===== config.mk =====
export PLATFORM = sky130hd
export DESIGN_NAME = lap_timer
export DESIGN_NICKNAME = d
export VERILOG_FILES = /design/src/rtl/lap_timer.sv
export SDC_FILE = /design/constraint.sdc
export NUM_CORES = 1
export LEC_CHECK = 0
export CAP_MARGIN = 20
export CORE_ASPECT_RATIO = 2
export CORE_MARGIN = 2
export CORE_UTILIZATION = 54
export DETAILED_ROUTE_END_ITERATION = 8
export PLACE_DENSITY = 0.77
export SYNTH_ARGS = -nofsm -noshare
export SYNTH_HDL_FRONTEND = slang
export SYNTH_SLANG_ARGS = --single-unit

===== constraint.sdc =====
create_clock -name clk -period 6.3 [get_ports clk]
set_clock_uncertainty 0.15 [all_clocks]
set_input_delay 0.945 -clock clk [delete_from_list [all_inputs] [get_ports clk]]
set_output_delay 0.945 -clock clk [all_outputs]
set_load 0.02 [all_outputs]

===== src/rtl/lap_timer.sv =====
// lap_timer: MM:SS.cc up/down stopwatch with a circular lap buffer,
// stopped-state lap recall, countdown expiry and six active-low 7-seg digits.
module lap_timer #(
    parameter int CLOCK_FREQ = 50_000_000,
    parameter int LAP_DEPTH  = 4
) (
    input  logic                         clk,
    input  logic                         rst_n,
    input  logic                         start_stop,
    input  logic                         zero,
    input  logic                         lap,
    input  logic                         mode,
    input  logic [5:0]                   preset_min,
    input  logic [5:0]                   preset_sec,
    output logic [6:0]                   HEX0,
    output logic [6:0]                   HEX1,
    output logic [6:0]                   HEX2,
    output logic [6:0]                   HEX3,
    output logic [6:0]                   HEX4,
    output logic [6:0]                   HEX5,
    output logic                         running,
    output logic                         expired,
    output logic                         recall,
    output logic [$clog2(LAP_DEPTH):0]   lap_count
);

    localparam int DIV = CLOCK_FREQ / 100;
    localparam int DW  = (DIV > 1) ? $clog2(DIV) : 1;
    localparam int PW  = $clog2(LAP_DEPTH);
    localparam int CW  = PW + 1;
    localparam logic [DW-1:0] DIV_LAST = DW'(DIV - 1);
    localparam logic [CW-1:0] LAP_FULL = CW'(LAP_DEPTH);

    typedef enum logic [1:0] {IDLE, RUN, RECALL, EXPIRED} state_t;

    typedef struct packed {
        logic [5:0] min;
        logic [5:0] sec;
        logic [6:0] cs;
    } lap_time_t;

    state_t              state_reg, state_next;
    lap_time_t           cur_reg, cur_next;
    logic                dir_reg, dir_next;
    logic [DW-1:0]       div_reg, div_next;
    logic [PW-1:0]       wr_ptr_reg, wr_ptr_next;
    logic [CW-1:0]       lap_count_reg, lap_count_next;
    logic [PW-1:0]       view_reg, view_next;
    logic [PW-1:0]       age_reg, age_next;
    logic                ss_prev_reg, zero_prev_reg, lap_prev_reg;
    logic                wr_en;
    lap_time_t           rd_data_reg;
    lap_time_t           lap_mem [LAP_DEPTH];

    logic                ev_ss, ev_zero, ev_lap, tick;
    lap_time_t           preset_time, clear_time, shown;
    logic [3:0]          digit [6];
    logic [6:0]          seg [6];

    // Advance by one centisecond, 59:59.99 rolls over to 00:00.00.
    function automatic lap_time_t count_up(input lap_time_t t);
        lap_time_t r;
        r = t;
        if (t.cs != 7'd99) begin
            r.cs = t.cs + 7'd1;
        end else begin
            r.cs = 7'd0;
            if (t.sec != 6'd59) begin
                r.sec = t.sec + 6'd1;
            end else begin
                r.sec = 6'd0;
                r.min = (t.min == 6'd59) ? 6'd0 : t.min + 6'd1;
            end
        end
        return r;
    endfunction

    // Step back one centisecond; only called on a nonzero time.
    function automatic lap_time_t count_down(input lap_time_t t);
        lap_time_t r;
        r = t;
        if (t.cs != 7'd0) begin
            r.cs = t.cs - 7'd1;
        end else begin
            r.cs = 7'd99;
            if (t.sec != 6'd0) begin
                r.sec = t.sec - 6'd1;
            end else begin
                r.sec = 6'd59;
                r.min = t.min - 6'd1;
            end
        end
        return r;
    endfunction

    // Binary 0..99 to {tens, ones} BCD.
    function automatic logic [7:0] to_bcd(input logic [6:0] v);
        return {4'(v / 7'd10), 4'(v % 7'd10)};
    endfunction

    // Active-low {g..a} pattern for one decimal digit.
    function automatic logic [6:0] seg7(input logic [3:0] d);
        case (d)
            4'd0:    return 7'h40;
            4'd1:    return 7'h79;
            4'd2:    return 7'h24;
            4'd3:    return 7'h30;
            4'd4:    return 7'h19;
            4'd5:    return 7'h12;
            4'd6:    return 7'h02;
            4'd7:    return 7'h78;
            4'd8:    return 7'h00;
            4'd9:    return 7'h10;
            default: return 7'h7F;
        endcase
    endfunction

    assign ev_ss   = start_stop & ~ss_prev_reg;
    assign ev_zero = zero & ~zero_prev_reg;
    assign ev_lap  = lap & ~lap_prev_reg;
    assign tick    = (state_reg == RUN) && (div_reg == DIV_LAST);

    assign preset_time.min = (preset_min > 6'd59) ? 6'd59 : preset_min;
    assign preset_time.sec = (preset_sec > 6'd59) ? 6'd59 : preset_sec;
    assign preset_time.cs  = 7'd0;
    assign clear_time      = mode ? preset_time : '0;

    // Next-state, time, divider and lap-buffer pointer logic.
    always_comb begin
        state_next     = state_reg;
        cur_next       = cur_reg;
        dir_next       = dir_reg;
        wr_ptr_next    = wr_ptr_reg;
        lap_count_next = lap_count_reg;
        view_next      = view_reg;
        age_next       = age_reg;
        wr_en          = 1'b0;
        div_next       = '0;
        if (state_reg == RUN) begin
            div_next = tick ? '0 : div_reg + 1'b1;
        end

        case (state_reg)
            IDLE: begin
                if (ev_zero) begin
                    cur_next       = clear_time;
                    wr_ptr_next    = '0;
                    lap_count_next = '0;
                end else if (ev_ss) begin
                    // A countdown from 00:00.00 has nothing to count.
                    if (!(mode && (cur_reg == '0))) begin
                        state_next = RUN;
                        dir_next   = mode;
                    end
                end else if (ev_lap && (lap_count_reg != '0)) begin
                    state_next = RECALL;
                    view_next  = wr_ptr_reg - 1'b1;
                    age_next   = '0;
                end
            end
            RUN: begin
                if (ev_zero) begin
                    state_next     = IDLE;
                    cur_next       = clear_time;
                    wr_ptr_next    = '0;
                    lap_count_next = '0;
                end else if (ev_ss) begin
                    // Any tick in this cycle is dropped so the stop edge freezes time.
                    state_next = IDLE;
                end else begin
                    if (tick) begin
                        if (dir_reg) begin
                            cur_next = count_down(cur_reg);
                            if (cur_reg.min == 6'd0 && cur_reg.sec == 6'd0 && cur_reg.cs == 7'd1) begin
                                state_next = EXPIRED;
                            end
                        end else begin
                            cur_next = count_up(cur_reg);
                        end
                    end
                    if (ev_lap) begin
                        wr_en       = 1'b1;
                        wr_ptr_next = wr_ptr_reg + 1'b1;
                        if (lap_count_reg != LAP_FULL) begin
                            lap_count_next = lap_count_reg + 1'b1;
                        end
                    end
                end
            end
            RECALL: begin
                if (ev_zero) begin
                    state_next     = IDLE;
                    cur_next       = clear_time;
                    wr_ptr_next    = '0;
                    lap_count_next = '0;
                end else if (ev_ss) begin
                    state_next = IDLE;
                end else if (ev_lap) begin
                    // Walk to the next older valid lap, wrapping back to the newest.
                    if ((CW'(age_reg) + CW'(1)) == lap_count_reg) begin
                        age_next  = '0;
                        view_next = wr_ptr_reg - 1'b1;
                    end else begin
                        age_next  = age_reg + 1'b1;
                        view_next = view_reg - 1'b1;
                    end
                end
            end
            EXPIRED: begin
                if (ev_zero) begin
                    state_next = IDLE;
                    cur_next   = preset_time;
                end
            end
            default: state_next = IDLE;
        endcase
    end

    // State and datapath registers with synchronous active-low reset.
    always_ff @(posedge clk) begin
        if (!rst_n) begin
            state_reg     <= IDLE;
            cur_reg       <= '0;
            dir_reg       <= 1'b0;
            div_reg       <= '0;
            wr_ptr_reg    <= '0;
            lap_count_reg <= '0;
            view_reg      <= '0;
            age_reg       <= '0;
            ss_prev_reg   <= 1'b0;
            zero_prev_reg <= 1'b0;
            lap_prev_reg  <= 1'b0;
        end else begin
            state_reg     <= state_next;
            cur_reg       <= cur_next;
            dir_reg       <= dir_next;
            div_reg       <= div_next;
            wr_ptr_reg    <= wr_ptr_next;
            lap_count_reg <= lap_count_next;
            view_reg      <= view_next;
            age_reg       <= age_next;
            ss_prev_reg   <= start_stop;
            zero_prev_reg <= zero;
            lap_prev_reg  <= lap;
        end
    end

    // Lap storage RAM; the read follows the next view so it lines up with view_reg.
    always_ff @(posedge clk) begin
        if (wr_en) begin
            lap_mem[wr_ptr_reg] <= cur_reg;
        end
        rd_data_reg <= lap_mem[view_next];
    end

    assign shown = (state_reg == RECALL) ? rd_data_reg : cur_reg;

    // Split the displayed time into six BCD digits, least significant first.
    always_comb begin
        logic [7:0] b_cs, b_sec, b_min;
        b_cs     = to_bcd(shown.cs);
        b_sec    = to_bcd({1'b0, shown.sec});
        b_min    = to_bcd({1'b0, shown.min});
        digit[0] = b_cs[3:0];
        digit[1] = b_cs[7:4];
        digit[2] = b_sec[3:0];
        digit[3] = b_sec[7:4];
        digit[4] = b_min[3:0];
        digit[5] = b_min[7:4];
    end

    genvar gi;
    generate
        for (gi = 0; gi < 6; gi++) begin : g_seg
            assign seg[gi] = seg7(digit[gi]);
        end
    endgenerate

    assign HEX0      = seg[0];
    assign HEX1      = seg[1];
    assign HEX2      = seg[2];
    assign HEX3      = seg[3];
    assign HEX4      = seg[4];
    assign HEX5      = seg[5];
    assign running   = (state_reg == RUN);
    assign expired   = (state_reg == EXPIRED);
    assign recall    = (state_reg == RECALL);
    assign lap_count = lap_count_reg;

endmodule


* Yosys cells after proc, flatten, opt, wreduce, memory -nomap -nowiden
Memory sizes are Yosys's and may differ from the RTL's. A register that Yosys moved wholly into a read port is not among the register bits.
Cells that the tools add are included.
** Cells by class
- Divide/modulo/power cells :: 6
- Equality and inequality tests :: 32
- Mux-type cells :: 65
- Bitwise gates (word level) :: 10
- $lt $le $gt $ge :: 2
- Add/sub/neg operators :: 13
- Reductions and logical operators :: 24
** Operators with widths (count)
- 2-to-1 mux 19 bit :: 8
- 2-to-1 mux 2 bit :: 29
- one-hot mux 19 bit (3 select lines) :: 1
- 2-to-1 mux 6 bit :: 7
- 2-to-1 mux 12 bit :: 2
- adder 19 x 1 -> 19 bit (second input constant) :: 1
- equality test 19 bit (second input constant) :: 1
- zero test 19 bit :: 1
- != test 4 bit (second input constant) :: 4
- AND reduction 8 bit :: 2
- 2-to-1 mux 3 bit :: 5
- divider 6 x 4 -> 7 bit (second input constant) :: 2
- modulo 6 x 4 -> 7 bit (second input constant) :: 2
- 2-to-1 mux 7 bit :: 2
- adder 6 x 1 -> 6 bit (second input constant) :: 2
- greater-than comparator 6 bit (second input constant) :: 2
- zero test 6 bit :: 2
- != test 3 x 1 -> 1 bit (second input constant) :: 4
- != test 4 x 1 -> 1 bit (second input constant) :: 3
- one-hot mux 2 bit (2 select lines) :: 3
- AND reduction 4 bit :: 3
- subtractor 6 x 1 -> 6 bit (second input constant) :: 2
- != test 2 bit (second input constant) :: 5
- != test 3 bit (second input constant) :: 3
- 33 further kinds :: 56
** Word-level totals
- Word-level logic and storage cells :: 172
- Memories kept :: 7
- Flip-flop bits (word level) :: 53
- Input bits :: 18
- Output and inout port bits :: 48
- Memory bits (writable) :: 76
- ROM bits :: 672
** Memories
- (no name shown) :: depth 16, width 7, read ports 1, clocked after Yosys merged registers in 0, write ports 0, line 103 : case (d)
- (no name shown) :: depth 16, width 7, read ports 1, clocked after Yosys merged registers in 0, write ports 0, line 103
- (no name shown) :: depth 16, width 7, read ports 1, clocked after Yosys merged registers in 0, write ports 0, line 103
- (no name shown) :: depth 16, width 7, read ports 1, clocked after Yosys merged registers in 0, write ports 0, line 103
- (no name shown) :: depth 16, width 7, read ports 1, clocked after Yosys merged registers in 0, write ports 0, line 103
- (no name shown) :: depth 16, width 7, read ports 1, clocked after Yosys merged registers in 0, write ports 0, line 103
- +1 memories

* Depth between registers and ports, before layout
- Depth after elaboration :: 9
- Gate-level depth with buffers :: 28
- Depth with buffers taken out :: 23

* Worst setup path before layout
Ideal clock, no wire load.
- Path kind :: register to output
- Start :: register state_reg[0]
- End :: output HEX4[3]
- Path buffers :: 5
- Data required time :: 5.205 ns
- Data arrival time :: 5.281 ns
- Cell stages (with the launch flop) :: 29
- Setup slack :: -0.076 ns
- Path through :: dfxtp_1 > nand2b_1 > buf_6 > inv_6 > buf_8 > buf_8 > mux2i_1 > ha_1 > clkbuf_1 > nor2_1 > mux2i_1 > a22oi_1 > and2_1 > ha_1 > a21boi_0 > or3_4 > nand2_4 > inv_4 > xnor2_1 > ha_1 > nor2_1 > or2_1 > buf_6 > clkinv_8 > xnor2_4 > inv_1 > ha_1 > a211oi_1 > a211oi_1
** On the way
- Cells in the longest elaborated chain, start to end :: 4
** Ends and longest elaborated chain
- from (decl) :: line 42 : state_t state_reg, state_next;
- from (signal assigned) :: line 234 : state_reg <= state_next;
- equality test 2 bit :: line 256 : assign shown = (state_reg == RECALL) ? rd_data_reg : cur_reg;
- 2-to-1 mux 19 bit :: line 256
- modulo 6 x 4 -> 7 bit :: line 98 : return {4'(v / 7'd10), 4'(v % 7'd10)};
- memory (16 x 7 bit)
- to (decl) :: line 19 : output logic [6:0] HEX4,
No other way between the ends.

* Worst setup path in the final report
Ends and elaborated chain as after synthesis.

==> impl_metrics.yaml <==
yosys:
  synth-seq-cells: 148
  seq_area_frac_synth_pct: 38.5
  synth_area_per_cell_um2: 9.67
  ys_types: 103
  synth_cells: 1000
  netlist_area_um2: 9670
  synth_flop_cell: "edfxtp_1"
  synth_edf_count: 76
  yosysWarnings: 0
  async_flop_share_pct: 0
  syn_nets: 1073
clock_network:
  cts_max_level: 4
  clkSlewWorstSetupHoldPaths_ps: 60
  clock-sinks: 148
  cts_tree: "yes"
  numCtsBuffers: 17
  cts_buffer_depth: 2
  worst_skew_pair.late_latency_ps: 430
  clockRootBuffer: "clkbuf_16"
floorplan:
  core-area_um2: 17700
  start_util_pct: 54.6
  dieArea_um2: 19100
  fp.dieW_um: 98.6
  num_rows: 69
  ioPinCount: 66
  die_y_um: 193
finish:
  layout-drive-gt1-share_pct: 15.3
  design_area_um2: 11400
  nets: 1148
  final_util_pct: 64.4
  regMostFlops: "lap_mem"
  area_growth_pct: 17.9
  diodes: 0
  largest_register_ffs: 76
timing:
  final.setup.tns_ps: 0
  hold_violations: 0
  setup_ws_ps: 176
  maxSlewViolCount: 0
  worstMarginPinSlew_ps: 1100
  period_share_pct: 97.2
  setup_viol: 0
  layout_min_cycle_time_ps: 6120
  fmaxAchievable_mhz: 163
  relSlewSlack_pct: 26.6
  rsz0062_at_grt: "true"
run:
  max-cap-violations: 0
detailed_routing:
  totalWireLength_um: 23700
  post_drt_wl_per_cell_um: 18.2
  drc: 0
  ant_nets: 0
  first_pass_iters: 5
  via_per_inst: 6.28
  initialDrtViolationCount: 395
  num_vias: 8175
setup_path:
  critPathMaxStageDelay_ps: 440
  end_kind: "primary output"
  cp_cell_sequence: "nand2b_2 -> clkinv_4 -> mux2_2 -> ha_1 -> nor2_1 -> mux2i_1 -> a221o_1 -> and2_1 -> ha_1 -> a21boi_0 -> or3_4 -> nand2_4 -> inv_4 -> xnor2_4 -> ha_4 -> nor2_2 -> or2_4 -> clkinv_8 -> xnor2_4 -> inv_1 -> ha_1 -> a211oi_2 -> a211oi_2 -> buf_4"
  start_kind: "flop"
  worstPathArrival_ps: 5030
  required_ps: 5200
  crit_type: "flop to primary output"
  crit_path_frequent_cell: "ha_1"
  cpMaxStageDelayCell: "or3_4"
  cp_max_fo: 7
grt:
  grt_max_degree: 45
  grt_pass1_wl_um: 38200
  grt_antenna_before_repair: 0
  grt_pass1_vias: 7933
  grt-ovfl-total: 0
  grt_usage_pct: 24.4
placement:
  place_area_um2: 10600
  dp_slack_ps: -113
  gp_congestion: 0.920
  io_buffers: 65
  dpl.hpwl_um: 16700
run_status:
  status: "finished, final reports clean"
worst_hold_path:
  hold_class: "flop to flop"
pwr:
  power_density_nw_per_um2: 254
  leakage_nw: 4.34
  ir_drop_v: 0.000212
==> path summary, 6_finish.rpt <==
check | end | start | slack (ps) | depth (start not counted)
setup / recovery | HEX4[3] | state_reg[0] | 180 | 24
hold / removal | div_reg[0] | div_reg[0] | 320 | 1
setup reg to reg | rd_data_reg[6] | age_reg[0] | 3400 | 10
hold reg to reg | div_reg[0] | div_reg[0] | 320 | 1
==> through the flow <==
| stage | power, mW | std cells | hold slack, ps |
|---|---|---|---|
| global placement | 1.94 | 1259 | 297 |
| floorplan | 1.64 | 1000 | 280 |
| finish | 2.89 | 1301 | 315 |
| detailed placement | 1.95 | 1259 | 310 |
| global route | 3.03 | 1301 | 344 |
| CTS | 2.88 | 1294 | 324 |
==> cell usage in the layout (no fill, tap or decap), types with 20 or more instances in the layout <==
| cell type | synthesis | routed |
|---|---|---|
| nand3_1 | 41 | 41 |
| edfxtp_1 | 76 | 76 |
| nor2_1 | 108 | 107 |
| buf_4 | 3 | 43 |
| a21oi_1 | 63 | 62 |
| clkdlybuf4s50_1 | 0 | 44 |
| nor3_1 | 24 | 24 |
| ha_1 | 55 | 53 |
| dfxtp_1 | 72 | 72 |
| inv_1 | 39 | 39 |
| nand2_1 | 72 | 71 |
| o21ai_0 | 40 | 39 |
| mux4_2 | 20 | 20 |
==> Yosys cell counts (8+ instances only) <==
cell type,instances,area share [%]
a211oi_1,22,1.7
a21o_1,12,0.93
a21oi_1,63,3.3
and2_1,12,0.78
and3_1,14,0.91
clkbuf_1,37,1.4
dfxtp_1,72,15
edfxtp_1,76,24
ha_1,55,7.1
inv_1,39,1.5
mux2_2,8,0.93
mux2i_1,20,2.1
mux4_2,20,4.7
nand2_1,72,2.8
nand2b_1,9,0.58
nand3_1,41,2.1
nand4_1,12,0.78
nor2_1,108,4.2
nor2b_1,13,0.84
nor3_1,24,1.2
o21a_1,8,0.62
o21ai_0,40,2.1
o22ai_1,10,0.65
or3_1,9,0.58
xnor2_1,17,1.5
xor2_1,15,1.4
==> area by class of cell <==
class / instances / area, um^2
Multi-Input combinational cell: 755 / 5650
Timing Repair Buffer: 110 / 1020
Clock inverter: 14 / 131
Fill cell: 1400 / 6290
Inverter: 43 / 184
Sequential cell: 148 / 3720
Tap cell: 213 / 267
Clock buffer: 18 / 429
==> power by group <==
group	internal, mW	switching [mW]	leakage, nW
logic	0.385	0.518	2.76
clock network	0.545	0.404	0.264
registers	1.03	0.0141	1.32
total	1.96	0.936	4.34
==> timing repair <==
| action | 4_1_cts | 5_1_grt |
|---|---|---|
| hold buffers | 0 | 0 |
| endpoints found under the hold margin | 0 | 0 |
| resized for setup | 40 | 30 |
| cloned | 0 | 2 |
| setup buffers | 3 | 5 |
| pin swaps | 1 | 4 |
| setup endpoints to repair | 19 | 33 |
==> kinds of logic after synthesis <==
kind of cell | synth area share [%]
buffers and inverters | 4.57
AOI/OAI and AO/OA | 18.1
DFF | 38.5
muxes | 9.44
adders and majority gates | 7.22
and+or+nand+nor | 19.0
xor gates and xnor gates | 3.18
==> critical path, delay by kind of cell, from the launching register on <==
| family | cells | cell delay (ps) |
|---|---|---|
| compound gates | 4 | 690 |
| xor+xnor | 2 | 310 |
| fa+ha+maj | 4 | 960 |
| buf+inv | 5 | 500 |
| flops | 1 | 310 |
| mux | 2 | 460 |
| simple gates | 7 | 1350 |
==> routing by layer <==
metal / vias to the layer above / track usage, % / share of wire, %
li1: 3904 / - / -
met1: 3923 / 27.0 / 36
met2: 273 / 45.5 / 55
met3: 75 / 3.36 / 4.4
met4: 0 / 10.9 / 4.3
met5: - / 0 / 0
No activity file was read; power rests on OpenSTA's default activity.
